[src/rtl/relogio_pkg.sv]
// Shared types, moduli and helpers for the BCD clock datapath.
package relogio_pkg;

    typedef logic [3:0] bcd_t;

    typedef enum logic [1:0] {
        OP_HOLD,
        OP_LOAD,
        OP_INC,
        OP_DEC
    } op_t;

    localparam int unsigned HORA_MOD = 24;
    localparam int unsigned MIN_MOD  = 60;
    localparam int unsigned SEG_MOD  = 60;

    // True when msd:lsd is a proper BCD pair whose value lies below mod.
    function automatic logic bcd_valid(input bcd_t msd, input bcd_t lsd, input int unsigned mod);
        int unsigned value;
        value = (32'(msd) * 32'd10) + 32'(lsd);
        return (lsd <= 4'd9) && (value < mod);
    endfunction

endpackage

[src/rtl/conv_12h.sv]
// Combinational 24h -> 12h BCD view with pm flag (00 shows as 12).
module conv_12h
    import relogio_pkg::*;
(
    input  logic [1:0] msd24,
    input  bcd_t       lsd24,
    output logic [1:0] msd12,
    output bcd_t       lsd12,
    output logic       pm
);

    logic [5:0] value;
    logic [5:0] hour;

    always_comb begin
        value = (6'(msd24) * 6'd10) + 6'(lsd24);
        if (value == 6'd0) begin
            hour = 6'd12;
        end else if (value > 6'd12) begin
            hour = value - 6'd12;
        end else begin
            hour = value;
        end
        pm = (value >= 6'd12);
        if (hour >= 6'd10) begin
            msd12 = 2'd1;
            lsd12 = 4'(hour - 6'd10);
        end else begin
            msd12 = 2'd0;
            lsd12 = 4'(hour);
        end
    end

endmodule

[src/rtl/maq_tempo_bcd.sv]
// Two-digit BCD time-unit counter: up/down with carry/borrow, validated load,
// optional 12h display view.
module maq_tempo_bcd
    import relogio_pkg::*;
#(
    parameter int unsigned MOD       = HORA_MOD,
    parameter int unsigned MSD_W     = 2,
    parameter bit          MODE12_EN = 1'b0
) (
    input  logic             clk,
    input  logic             rst,
    input  logic             inc,
    input  logic             dec,
    input  logic             load,
    input  logic [3:0]       load_lsd,
    input  logic [MSD_W-1:0] load_msd,
    input  logic             mode12,
    output logic [3:0]       bcd_lsd,
    output logic [MSD_W-1:0] bcd_msd,
    output logic             pm,
    output logic             carry,
    output logic             borrow,
    output logic             load_err
);

    if ((MOD < 2) || (MOD > 99)) begin : g_bad_mod
        $error("maq_tempo_bcd: MOD must lie in 2..99");
    end
    if ((MSD_W < 1) || (MSD_W > 4) || (((MOD - 1) / 10) >= (1 << MSD_W))) begin : g_bad_msd_w
        $error("maq_tempo_bcd: MSD_W cannot hold the tens digit of MOD-1");
    end
    if (MODE12_EN && (MOD != 24)) begin : g_bad_mode12
        $error("maq_tempo_bcd: MODE12_EN requires MOD == 24");
    end

    localparam logic [MSD_W-1:0] TOP_MSD = MSD_W'((MOD - 1) / 10);
    localparam bcd_t             TOP_LSD = 4'((MOD - 1) % 10);

    logic [MSD_W-1:0] cnt_msd;
    bcd_t             cnt_lsd;
    logic             state_ok;
    logic             load_ok;
    logic             at_top;
    logic             at_zero;
    op_t              op;

    assign state_ok = bcd_valid(4'(cnt_msd), cnt_lsd, MOD);
    assign load_ok  = bcd_valid(4'(load_msd), load_lsd, MOD);
    assign at_top   = (cnt_msd == TOP_MSD) && (cnt_lsd == TOP_LSD);
    assign at_zero  = (cnt_msd == '0) && (cnt_lsd == '0);

    always_comb begin
        if (load) begin
            op = OP_LOAD;
        end else if (inc && !dec) begin
            op = OP_INC;
        end else if (dec && !inc) begin
            op = OP_DEC;
        end else begin
            op = OP_HOLD;
        end
    end

    // An out-of-range state (only reachable via X/force) is cleared by the next step.
    always_ff @(posedge clk or negedge rst) begin
        if (!rst) begin
            cnt_msd  <= '0;
            cnt_lsd  <= '0;
            carry    <= 1'b0;
            borrow   <= 1'b0;
            load_err <= 1'b0;
        end else begin
            carry    <= 1'b0;
            borrow   <= 1'b0;
            load_err <= 1'b0;
            case (op)
                OP_LOAD: begin
                    if (load_ok) begin
                        cnt_msd <= load_msd;
                        cnt_lsd <= load_lsd;
                    end else begin
                        load_err <= 1'b1;
                    end
                end
                OP_INC: begin
                    if (!state_ok) begin
                        cnt_msd <= '0;
                        cnt_lsd <= '0;
                    end else if (at_top) begin
                        cnt_msd <= '0;
                        cnt_lsd <= '0;
                        carry   <= 1'b1;
                    end else if (cnt_lsd == 4'd9) begin
                        cnt_msd <= cnt_msd + MSD_W'(1);
                        cnt_lsd <= '0;
                    end else begin
                        cnt_lsd <= cnt_lsd + 4'd1;
                    end
                end
                OP_DEC: begin
                    if (!state_ok) begin
                        cnt_msd <= '0;
                        cnt_lsd <= '0;
                    end else if (at_zero) begin
                        cnt_msd <= TOP_MSD;
                        cnt_lsd <= TOP_LSD;
                        borrow  <= 1'b1;
                    end else if (cnt_lsd == 4'd0) begin
                        cnt_msd <= cnt_msd - MSD_W'(1);
                        cnt_lsd <= 4'd9;
                    end else begin
                        cnt_lsd <= cnt_lsd - 4'd1;
                    end
                end
                default: begin
                end
            endcase
        end
    end

    if (MODE12_EN) begin : g_12h
        logic [1:0] msd12;
        bcd_t       lsd12;
        logic       pm12;

        conv_12h u_conv (
            .msd24 (cnt_msd[1:0]),
            .lsd24 (cnt_lsd),
            .msd12 (msd12),
            .lsd12 (lsd12),
            .pm    (pm12)
        );

        always_comb begin
            if (mode12) begin
                bcd_msd = MSD_W'(msd12);
                bcd_lsd = lsd12;
            end else begin
                bcd_msd = cnt_msd;
                bcd_lsd = cnt_lsd;
            end
        end

        assign pm = pm12;
    end else begin : g_24h
        logic unused_mode12;

        assign unused_mode12 = mode12;
        assign bcd_msd       = cnt_msd;
        assign bcd_lsd       = cnt_lsd;
        assign pm            = 1'b0;
    end

endmodule
[config.mk]
export PLATFORM = sky130hd
export DESIGN_NAME = maq_tempo_bcd
export DESIGN_NICKNAME = d
export VERILOG_FILES = /design/src/rtl/relogio_pkg.sv /design/src/rtl/conv_12h.sv /design/src/rtl/maq_tempo_bcd.sv
export SDC_FILE = /design/constraint.sdc
export NUM_CORES = 1
export LEC_CHECK = 0
export ABC_CLOCK_PERIOD_IN_PS = 2900
export CORE_MARGIN = 2
export CORE_UTILIZATION = 31
export DETAILED_ROUTE_END_ITERATION = 6
export PLACE_DENSITY = 0.54
export SYNTH_ARGS = -nofsm -noshare
export SYNTH_HDL_FRONTEND = slang
export SYNTH_HIERARCHICAL = 1
export SYNTH_SLANG_ARGS = --single-unit
[constraint.sdc]
create_clock -name clk -period 2.9 [get_ports clk]
set_input_delay 0.29 -clock clk [delete_from_list [all_inputs] [get_ports clk]]
set_output_delay 0.29 -clock clk [all_outputs]
set_load 0.02 [all_outputs]
==> results.yml <==
run_status:
  status: "completed"
logic_synthesis:
  synth.top_cell.area_share: 0.2356
  synth_mux_area_frac: 0.06675
  post-synth-top-area-cell: "dfrtp_1"
  ys_types: 44
  synth_xor_area_frac: 0.009162
  synth-adder-area-share: 0.1440
  synthSimpleGateAreaFrac: 0.2277
  synth-compound-area-share: 0.2618
  synth_top_family_by_area: "compound AO/OA/AOI/OAI gates"
  synth_area_per_cell_um2: 8.851
  async_reset_ff_frac: 1.000
  synth-main-ff-cell: "dfrtp_1"
  synth_seq_cells: 9
  synth_edf_count: 0
  synth_area_um2: 955.9
  netlist_top_cells_count: "ha_1 (11), dfrtp_1 (9), nor2_1 (9)"
  synthesis.instances: 108
  syn-num-nets: 131
  yosys-top-cells-area: "dfrtp_1 (24%), ha_1 (14%), nor2_1 (3.5%)"
  synth_seq_area_share: 0.2356
  synth_most_common_cell: "ha_1"
  synth_warnings: 6
detailed_routing:
  wl_met3_um: 65
  vias_per_cell: 5.491
  finalWirelength_um: 2225
  wl_met1_um: 1108
  route.detailed.drc: 0
  wl_per_cell_um: 13.65
  wl_met2_um: 1036
  first_pass_iters: 4
  ant_nets: 0
  drtIter0Drc: 31
  highest_layer: "met4"
  vias: 895
placed_design:
  place_hpwl_um: 1760
  post-place-ws_ps: 359.4
  port-buffer-count: 19
  placed_cell_area_mm2: 0.001191
  gp_congestion: 0.7893
timing:
  fmaxAchievable_mhz: 440.5
  finClkSkew_ps: 5.095
  fin_crit_ps: 2270
  fin_hold_ws_ps: 321.2
  fin_crit_sh: 0.7828
  slew_viol_final: 0
  finalSetupViolCount: 0
  setup_tns_ps: 0
  rsz0062_at_grt: "no"
  worst_slack_ps: 629.9
  finalHoldViolations: 0
clocking:
  cts_tree: "done"
  cts-root-buf: "clkbuf_4"
  clk-insertion-delay-late_ps: 260
  cts_resized: 0
  clock_path_buffers: 2
  postCtsSetupBuffers: 0
  htree_levels: 1
  cts.sinks: 9
  cts-hold-fix-buffers: 0
  cts.clk_slew.worst_paths_ps: 60
  cts_buffers: 3
power:
  max-vdd-ir-drop_v: 0.0002232
  p_leak_uw: 0.0005034
  power_density_mw_per_mm2: 821.2
final_layout:
  layout-drive-gt1-share: 0.1385
  antenna_cells: 0
  fin_nets: 154
  area_growth_pct: 27.36
  finalInstanceArea_mm2: 0.001217
setup_path:
  crit_path_start: "load_msd[1]"
  path_class: "input pin to flip-flop"
  r2r-start: "bcd_lsd[2]"
  startpoint_type: "input pin"
  cp_data_arrival_time_ps: 2410
  crit_required_ps: 3040
  critPathMaxFanout: 4
  crit_path_end_kind: "flip-flop"
global_routing:
  grt_max_degree: 15
  grt_pass1_vias: 791
  grtUsageTotal: 0.1403
  grt_overflow: 0
  grt_pass1_wl_um: 3788
  antenna_found_initial: 0
floorplanning:
  die_w_um: 59.53
  io_pins: 22
  core_mm2: 0.003003
  die_h_um: 59.53
  start_util: 0.3183
  die-area_mm2: 0.003544
  num_rows: 20
hold_path:
  worstHoldPathType: "input pin to asynchronous set/reset pin"
job:
  drv_cap: 0
[cell usage in the layout (no fill, tap or decap), types with 2 or more instances in the layout]
master,count
o21ai_1,2
o31ai_1,2
mux2i_1,3
inv_1,6
nor3_1,2
o21a_1,2
a31oi_1,2
mux2_1,2
nand2_1,7
dfrtp_1,9
or2_2,2
nand3_1,4
o22ai_1,3
o21ai_0,4
ha_1,11
a21oi_1,6
nand3b_1,2
clkdlybuf4s50_1,19
nor3b_1,2
nand2b_1,2
clkbuf_4,3
buf_4,4
nor2_1,9
[critical path: stages]
cell and delay, ps:
clkdlybuf4s50_1 520, ha_1 340, nand3_2 100, a311oi_4 370, o221ai_2 230, a2bb2oi_2 230
mux2_1 340
[power by group]
part           internal, uW  leakage, uW  total [uW]  switching (uW)
Sequential              164     0.000115         251            87.1
Combinational           315     0.000374         654             339
Clock                  52.9    0.0000150        94.9            42.0
[area by class of cell]
type,instances,area [um^2]
fillers,318,1785
clock buffers,4,26.28
multi-input cells,88,681.9
well taps,33,41.29
repair buffers,23,220.2
inverters,6,22.52
flip-flops and latches,9,225.2
[sequential cells by signal, indices dropped and copies added, names as in the netlist]
register	count
borrow	1
bcd_msd	2
load_err	1
carry	1
bcd_lsd	4
[worst paths after layout]
path / end / slack (ps) / cells after the start
worst min-delay path: carry / 320 / 1
min in group clk: bcd_msd[0] / 620 / 1
worst min register to register: bcd_msd[0] / 620 / 1
max in group asynchronous: bcd_lsd[1] / 2290 / 1
worst max-delay path: bcd_msd[1] / 630 / 7
worst max register to register: carry / 680 / 6
[kinds of logic (layout without fill, tap and decap cells)]
logic type | count (synthesis) | after routing
buffers and inverters | 11 | 33
xor gates and xnor gates | 1 | 1
other | 1 | 1
AOI/OAI and AO/OA | 32 | 32
and+or+nand+nor | 37 | 37
muxes | 6 | 6
adders and majority gates | 11 | 11
DFF | 9 | 9
[metal layers]
metal,global-route usage,vias up
li1,-,447
met1,0.2037,424
met2,0.2072,22
met3,0.03493,2
met4,0.03492,0
met5,0,-
[stage by stage]
stage | cells | power (uW) | util
after floorplan | 108 | 686.8 | -
after global placement | 159 | 895.8 | 0.3967
after detailed placement | 159 | 905.1 | 0.3967
after CTS | 163 | 1004 | 0.4054
after global routing | 163 | 1095 | 0.4054
final | 163 | 999.8 | 0.4054
(Power assumes the default switching activity.)
==> RTL edit: new RTL, config.mk and constraints unchanged <==
Set the parameter `MSD_W` to 4 (it was 2).
--- a/src/rtl/maq_tempo_bcd.sv
+++ b/src/rtl/maq_tempo_bcd.sv
@@ -4,7 +4,7 @@
     import relogio_pkg::*;
 #(
     parameter int unsigned MOD       = HORA_MOD,
-    parameter int unsigned MSD_W     = 2,
+    parameter int unsigned MSD_W     = 4,
     parameter bit          MODE12_EN = 1'b0
 ) (
     input  logic             clk,
Interface: changed (resized bcd_msd and load_msd); port bits go from 22 to 26. No check against the original RTL was run, so the function may have changed too.
==> RTL edit against the original RTL <==
Combinational power rose by 48%; sequential cell count rose by 2; wire length up 51%; final area increased by 37%; maximum frequency shrank 14%; hold slack better by 0.067 ns; die area up 31%; total power is 42% higher; synthesized area increased by 34%; worst setup slack worse by 0.37 ns; via count up 43%.
==> RTL edit: results (changes against the original RTL) <==
Timing
  • Post-Route Skew: 0.000763 ns (-0.00433 ns)

Placement
  • GP Congestion: 0.867 (+9.8%)

Cells and area
  • Multi-input gate share of the layout cell area: 55.2% (-0.81 points)
  • Sequential share of cell area: 16.5% (-2.0 points)
  • Clock network area share: 2.70% (+0.54 points)
  • Multi-In Gates: 126 (+43%)
  • NonClk Buf Share: 19.6% (+1.5 points)
  • Inverter count: 10 (+4)
  • Nets: 220 (+43%)

Setup path
  • Reg2reg path depth: 8 (+2)
  • FF-to-FF Start: bcd_msd[1]
  • Worst reg2reg path endpoint: bcd_lsd[1]
  • Crit path arrival time: 2.75 ns (+0.34 ns)
  • CP max FO: 6 (+2)
  • Reg2Reg Setup Slack: 0.28 ns (-0.40 ns)

Clock tree
  • Root Driver: clkbuf_8
  • Sink Count: 11 (+2)

Logic synthesis
  • Mapped Avg Cell Area: 8.25 um2 (-6.8%)
  • Library cells used by synthesis: 48 (+9.1%)
  • Syn_nets: 187 (+43%)
  • Synth area leaders: dfrtp_1, ha_1, a21oi_1

Power
  • Seq. pwr: 0.000303 W (+21%)
  • VDD IR max: 0.201 mV (-9.7%)
  • Leak Pwr: 0.705 nW (+40%)
  • Combinational power: 0.000970 W (+48%)

Global route
  • Routing usage on met3: 1.32% (-2.2 points)
  • Global Route Usage Sum: 15.7% (+1.7 points)
  • First-pass GRT wire length: 5580 um (+47%)

Drt
  • Vias: 1282 (+43%)

Outcome
  • Status: finished, final reports clean
==> RTL edit: how the worst max path moves through the flow <==
stage                      from          to  slack, ns  depth (start not counted)
floorplan            bcd_msd[2]  bcd_msd[2]       0.20                          9
global placement    load_msd[1]  bcd_msd[2]       0.09                          9
detailed placement  load_msd[1]  bcd_msd[2]     -0.003                          9
CTS                 load_msd[1]  bcd_msd[2]       0.24                          9
global route         bcd_msd[1]  bcd_lsd[1]       0.13                          8
finish              load_msd[1]  bcd_lsd[2]       0.26                         10
==> RTL edit: cells by family after synthesis <==
group / count (synthesis) / synth area share (%)
muxes: 7 / 5.68
adders and majority gates: 18 / 18.8
other: 1 / 0.293
buffers and inverters: 18 / 6.36
DFF: 11 / 21.5
AOI/OAI and AO/OA: 48 / 25.3
xor gates and xnor gates: 2 / 1.37
and+or+nand+nor: 50 / 20.6
==> RTL edit: routing by layer <==
layer / up-vias / part of all wire, %
met5: - / 0
met1: 602 / 43
met4: 0 / 1.9
met2: 40 / 50
li1: 633 / -
met3: 7 / 4.9
